### src/rtl/seq_divider.sv
// Multi-cycle restoring integer divider (signed or unsigned) producing quotient,
// remainder and a divide-by-zero flag; one quotient bit is resolved per cycle.
module seq_divider #(
    parameter int unsigned WIDTH = 32
) (
    input  logic             CLK,
    input  logic             RST,
    input  logic             start,
    input  logic             signed_op,
    input  logic [WIDTH-1:0] A,
    input  logic [WIDTH-1:0] B,
    output logic             busy,
    output logic             done,
    output logic [WIDTH-1:0] quotient,
    output logic [WIDTH-1:0] remainder,
    output logic             div_zero
);

    localparam int unsigned CW = $clog2(WIDTH + 1);

    typedef enum logic [1:0] {
        S_IDLE = 2'd0,
        S_CALC = 2'd1,
        S_FIX  = 2'd2,
        S_DONE = 2'd3
    } state_t;

    state_t state;
    state_t state_nxt;

    logic [WIDTH-1:0] dvd;
    logic [WIDTH-1:0] dsr;
    logic [WIDTH-1:0] rem;
    logic [CW-1:0]    count;
    logic             neg_q;
    logic             neg_r;

    logic [WIDTH-1:0] mag_a;
    logic [WIDTH-1:0] mag_b;
    logic             b_zero;
    logic [WIDTH:0]   rem_shift;
    logic [WIDTH-1:0] trial;
    logic             q_bit;
    logic             last_step;

    // Operand conditioning and one restoring-division step
    always_comb begin
        mag_a     = (signed_op && A[WIDTH-1]) ? WIDTH'(-A) : A;
        mag_b     = (signed_op && B[WIDTH-1]) ? WIDTH'(-B) : B;
        b_zero    = (B == '0);
        rem_shift = {rem, dvd[WIDTH-1]};
        q_bit     = (rem_shift >= {1'b0, dsr});
        trial     = WIDTH'(rem_shift - {1'b0, dsr});
        last_step = (count == CW'(1));
    end

    // State register
    always_ff @(posedge CLK or posedge RST) begin
        if (RST) begin
            state <= S_IDLE;
        end else begin
            state <= state_nxt;
        end
    end

    // Next-state logic
    always_comb begin
        state_nxt = state;
        case (state)
            S_IDLE: begin
                if (start) begin
                    state_nxt = b_zero ? S_DONE : S_CALC;
                end
            end
            S_CALC: begin
                if (last_step) begin
                    state_nxt = S_FIX;
                end
            end
            S_FIX:   state_nxt = S_DONE;
            S_DONE:  state_nxt = S_IDLE;
            default: state_nxt = S_IDLE;
        endcase
    end

    // Status decode
    always_comb begin
        busy = 1'b0;
        done = 1'b0;
        case (state)
            S_IDLE:  busy = 1'b0;
            S_DONE: begin
                busy = 1'b1;
                done = 1'b1;
            end
            default: busy = 1'b1;
        endcase
    end

    // Datapath and result registers
    always_ff @(posedge CLK or posedge RST) begin
        if (RST) begin
            dvd       <= '0;
            dsr       <= '0;
            rem       <= '0;
            count     <= '0;
            neg_q     <= 1'b0;
            neg_r     <= 1'b0;
            quotient  <= '0;
            remainder <= '0;
            div_zero  <= 1'b0;
        end else begin
            case (state)
                S_IDLE: begin
                    if (start) begin
                        neg_q <= signed_op & (A[WIDTH-1] ^ B[WIDTH-1]);
                        neg_r <= signed_op & A[WIDTH-1];
                        if (b_zero) begin
                            quotient  <= '1;
                            remainder <= A;
                            div_zero  <= 1'b1;
                        end else begin
                            dvd   <= mag_a;
                            dsr   <= mag_b;
                            rem   <= '0;
                            count <= CW'(WIDTH);
                        end
                    end
                end
                S_CALC: begin
                    rem   <= q_bit ? trial : rem_shift[WIDTH-1:0];
                    dvd   <= {dvd[WIDTH-2:0], q_bit};
                    count <= count - CW'(1);
                end
                S_FIX: begin
                    quotient  <= neg_q ? WIDTH'(-dvd) : dvd;
                    remainder <= neg_r ? WIDTH'(-rem) : rem;
                    div_zero  <= 1'b0;
                end
                default: begin
                end
            endcase
        end
    end

endmodule

### config.mk
export PLATFORM = sky130hd
export DESIGN_NAME = seq_divider
export DESIGN_NICKNAME = d
export VERILOG_FILES = /design/src/rtl/seq_divider.sv
export SDC_FILE = /design/constraint.sdc
export NUM_CORES = 1
export LEC_CHECK = 0
export BUFFER_PORTS_ARGS = -buffer_cell sky130_fd_sc_hd__clkbuf_2
export CORE_MARGIN = 2
export CORE_UTILIZATION = 40
export CTS_BUF_LIST = sky130_fd_sc_hd__clkbuf_4 sky130_fd_sc_hd__clkbuf_8
export CTS_CLUSTER_SIZE = 16
export DETAILED_ROUTE_END_ITERATION = 10
export GPL_TIMING_DRIVEN = 0
export PLACE_DENSITY_LB_ADDON = 0.12
export SETUP_SLACK_MARGIN = 0.05
export SLEW_MARGIN = 30
export SYNTH_ARGS = -nofsm -noshare
export SYNTH_HDL_FRONTEND = slang
export SYNTH_SLANG_ARGS = --single-unit
### constraint.sdc
create_clock -name CLK -period 13.3 [get_ports CLK]
set_clock_uncertainty 0.05 [all_clocks]
set_input_delay 1.995 -clock CLK [delete_from_list [all_inputs] [get_ports CLK]]
set_output_delay 1.995 -clock CLK [all_outputs]
set_load 0.01 [all_outputs]
; ---- After elaboration in Yosys (flattened, before gate mapping)
; Cells that the tools add are included.
[totals]
rom_bits = 0
ff_bits = 171
ram_bits = 0
latchBits = 0
mem_count = 0
word_cells = 69
[op_classes]
n_div = 0
n_lt_le_gt_ge = 1
n_reduce_logical = 11
shifts = 0
eq_ne = 8
n_mux = 29
n_bitwise = 4
n_mul = 0
n_addsub = 6
[ops]
columns = op, n
row1 = $mux 32, 13
row2 = $pmux 32 s2, 4
row3 = $neg 32->32, 4
row4 = $ge 33x32->1, 1
row5 = $logic_not 32->1, 1
row6 = $sub 32x32->32, 1
row7 = $mux 6, 2
row8 = $pmux 6 s2, 1
row9 = $reduce_and 3->1, 3
row10 = $ne 2x2->1 const B, 4
row11 = $pmux 2 s4, 1
row12 = $eq 6x1->1 const B, 1
row13 = $mux 2, 3
row14 = $sub 6x1->6 const B, 1
row15 = $eq 2x2->1 const B, 2
row16 = $mux 1, 4
row17 = $reduce_and 2->1, 2
row18 = $reduce_bool 2->1, 2
row19 = $and 1x1->1, 2
row20 = $eq 2x1->1 const B, 1
row21 = $logic_and 1x1->1, 2
row22 = $logic_not 2->1, 1
row23 = $pmux 1 s2, 1
row24 = $not 1->1, 1
row25 = $xor 1x1->1, 1

; ---- Logic depth before layout (Yosys ltp)
[logic_depth]
ltp_word = 5
depth_mapped = 13
ltp_nobuf = 12

; ---- Worst setup path before layout
; No wires, ideal clock.
[synth_timing]
path_type = input to register
startpoint = in B[6]
endpoint = reg rem[10]
slack_ns = 8.824
path_stages = 10
arrival_ns = 4.298
path_buffers = 3
cell_sequence = or4_1 -> or3_1 -> nor4_4 -> a31oi_1 -> buf_2 -> a21o_1 -> buf_2 -> nand2_1 -> buf_2 -> o21ai_0
[synth_via]
elab_chain_cells = 3
[synth_rtl]
columns = element, line_no
row1 = from (decl), 11  ; input logic [WIDTH-1:0] B,
row2 = $logic_not 32->1, 50  ; b_zero = (B == '0);
row3 = $ne 2x2->1 (no line), -
row4 = $reduce_and 3->1 (no line), -
row5 = to (signal assigned), 131  ; rem <= q_bit ? trial : rem_shift[WIDTH-1:0];
row6 = to (decl), 33  ; logic [WIDTH-1:0] rem;
; Every way passes these cells.
; A chain may end at the register's enable or synchronous reset.

; ---- Final worst setup path
[layout_timing]
startpoint = in B[6]
endpoint = reg remainder[16]
[layout_via]
elab_chain_cells = 3
[layout_rtl]
columns = element, line_no
row1 = $logic_not 32->1, 50
row2 = $ne 2x2->1 (no line), -
row3 = $reduce_and 3->1 (no line), -
row4 = to (signal assigned), 137  ; remainder <= neg_r ? WIDTH'(-rem) : rem;
row5 = to (decl), 15  ; output logic [WIDTH-1:0] remainder,
; Every way passes these cells.

==> metrics.md <==
| Metric | Value |
|---|---|
| Aggregate routed wire length | `about 38 mm` |
| GRT Residual Overflow | `0` |
| Fin Setup TNS | `0 ns` |
| Top FF cell, synth | `dfrtp_1` |
| Syn avg cell area | `between 8 and 9 sq um` |
| Library cells used by synthesis | `67` |
| First-pass DRT Iterations | `5` |
| Critical-path cell list | `clkbuf_2 > or4_1 > or3_1 > nor4_4 > nand3_1 > o22ai_1 > buf_2 > buf_2 > o211ai_1 > nand2_1` |
| CTS Root Cell | `clkbuf_8` |
| Largest net degree at the start of global routing | `79` |
| Worst EP required | `13.67 ns` |
| Fin nets | `between 1500 and 2000` |
| Worst slew pin tran | `between 0.9 and 1 ns` |
| Clock sinks | `171` |
| Hold Vio Cnt, Final | `0` |
| Register area share after synthesis | `36.42%` |
| Non-Filler Cell Area, Final | `13370 sq um` |
| Gr usage total | `around a quarter` |
| Critical path class | `input port to register` |
| Share of layout cells above drive strength 1 | `12.93%` |
| Crit start category | `input port` |
| Crit-path max FO | `10` |
| Power per cell area | `72.63 nW/um^2` |
| Port bufs | `134` |
| Clk buf depth | `2` |
| Vias | `between 10000 and 15000` |
| R2R Setup Slk | `9.56 ns` |
| Detailed Route Iter0 Violations | `approximately 700` |
| Synth Instances | `approximately 1400` |
| First-pass GRT wire length | `60.70 mm` |
| FMAX | `0.1901 GHz` |
| Top delay family on crit path | `simple AND/OR/NAND/NOR gates` |
| RSZ-0062 raised after global routing | `false` |
| # fillers | `2919` |
| Worst VDD drop | `0.04614 mV` |
| Row count | `62` |
| Final Util | `46.44%` |
| Critical path buffer and inverter count | `3` |
| Die Y | `approximately 180 um` |
| Post-CTS setup buffer count | `0` |
| Die area | `between 30000 and 40000 sq um` |
| Area leader, netlist | `dfrtp_1` |
| Routed vias/inst | `roughly 5.6` |
| DRC violations left | `0` |
| Initial antenna violation count | `0` |
| Slowest CP cell | `o22ai_1` |
| Worst endpoint data arrival time | `about 5.6 ns` |
| TritonCTS Buffers | `17` |
| Status | `completed` |
| Area growth, synth to finish | `13.77%` |
| CTS tree | `yes` |
| Num ports | `135` |
| Final min period | `5.261 ns` |
| Post_cts resized | `0` |
| Wire per inst | `slightly below 20 um` |
| Post-synth EDFFs | `0` |
| Crit-path max cell delay | `0.60 ns` |
| Fin crit share | `39.56%` |
| Lkg Pwr | `5.529 nW` |
| Max Cap Viol | `0` |
| Endpoints failing setup | `0` |
| Yosys reg bits | `171` |
| Core area | `28780 sq um` |
| RD Place Congestion | `0.8878` |
| Worst-Skew Late Latency | `0.48 ns` |
| Power Total | `0.0009708 W` |
| Yosys top cell area share | `36.42%` |
| Post-DP Area | `roughly 13000 sq um` |
| Post-synth net total | `1537` |
| Cell repeated most along the worst path | `buf_2` |
| Slew Limit Headroom | `37.37%` |
| DIE WIDTH | `175.4 um` |
| # diodes | `0` |
| Hold_buf cts | `0` |
| Post-DP HPWL | `30.57 mm` |
| Min-delay worst type | `register to register` |
| Post-route ant nets | `0` |
| Clock-pin slew on the worst setup and hold paths | `0.12 ns` |
| Htree depth | `4` |
| Yosys warnings | `0` |
| Starting Density | `about two fifths` |
| Async SR Flop Fraction | `100.0%` |
| Vias in the first global route | `10740` |
| Synth area leaders | `dfrtp_1, xor2_1, o21ai_0` |
| Fin. max-slew vios | `0` |
| Crit path capture type | `register` |
| Cell area after synthesis | `11750 sq um` |
[cells in the mapped netlist, drive strengths merged, types with 7 or more instances]
cell and n:
or3 17, dfrtp 171, a31oi 37, clkbuf 61, nand2 174, o211ai 10
nand3 16, a21oi 119, o31ai 38, and3 7, o21ai 146, a21o 25
buf 25, nor4 20, xnor2 50, nor3 17, o311ai 8, o41ai 18
a32oi 9, xor2 93, mux2i 28, ha 43, nand4 18, or4 10
inv 62, nor2 134
[path summary, 6_finish.rpt]
kind | from | to | depth (start not counted)
min reg2reg | remainder[22] | remainder[22] | 1
min | remainder[22] | remainder[22] | 1
min in group asynchronous | RST | remainder[11] | 2
max in group asynchronous | RST | remainder[17] | 4
max | B[6] | remainder[16] | 10
max reg2reg | rem[7] | rem[10] | 12
[through the flow]
| step | instances | hold slack [ns] | worst slack, ns |
|---|---|---|---|
| detailed placement | 1945 | 0.4191 | 7.530 |
| finish | 1977 | 0.4417 | 8.039 |
| floorplan | 1425 | 0.4348 | 6.623 |
| CTS | 1977 | 0.4443 | 8.056 |
| global placement | 1943 | 0.4047 | 4.471 |
| global route | 1977 | 0.4605 | 7.954 |
[kinds of logic (layout without fill, tap and decap cells)]
logic type	after synthesis	in the layout	share of synthesized area, %
AO/OA/AOI/OAI	440	440	22.92
XOR/XNOR	143	143	10.66
adder cells (fa/ha/maj)	44	44	4.750
buffers and inverters	148	316	4.920
flip-flops	171	171	36.42
multiplexers	30	30	2.577
AND/OR/NAND/NOR	449	449	17.75
[power by group]
| part | total (W) | switching [W] | internal (W) |
|---|---|---|---|
| Combinational | 0.0000713 | 0.0000468 | 0.0000246 |
| Clock | 0.000379 | 0.000237 | 0.000143 |
| Sequential | 0.000520 | 0.000000245 | 0.000520 |
[layout by cell type, fill, tap and decap left out, drive strengths merged, types with 18 or more instances in the layout]
| master | synthesis | final |
|---|---|---|
| a21o | 25 | 25 |
| a21oi | 119 | 119 |
| a31oi | 37 | 37 |
| buf | 25 | 27 |
| clkbuf | 61 | 212 |
| dfrtp | 171 | 171 |
| ha | 43 | 43 |
| inv | 62 | 69 |
| mux2i | 28 | 28 |
| nand2 | 174 | 174 |
| nand4 | 18 | 18 |
| nor2 | 134 | 134 |
| nor4 | 20 | 20 |
| o21ai | 146 | 146 |
| o31ai | 38 | 38 |
| o41ai | 18 | 18 |
| xnor2 | 50 | 50 |
| xor2 | 93 | 93 |
[registers in the layout, summed over array words and instances, names as in the netlist]
register / count
rem: 32
neg_q: 1
quotient: 32
dvd: 32
div_zero: 1
state: 2
count: 6
dsr: 32
remainder: 32
neg_r: 1
[metal layers]
layer  vias up  wire length (um)  global-route usage [%]
met3        68              1692                   3.030
li1       5418                 -                       -
met5         -                 0                       0
met2       339             18140                   42.59
met1      5261             17130                   33.52
met4         0              1252                   9.132
[area by class of cell]
type                       count  area [sq um]  area share (%)
clock inverter                15         170.2           1.273
multi-input combinational   1106          6892           51.56
tap                          384         480.5           3.594
sequential                   171          4279           32.01
clock buffer                  17         234.0           1.750
inverter                      62         240.2           1.797
buffer                        86         345.3           2.584
timing repair buffer         136         725.7           5.429
Note: power is estimated with default switching activity, not from simulation.
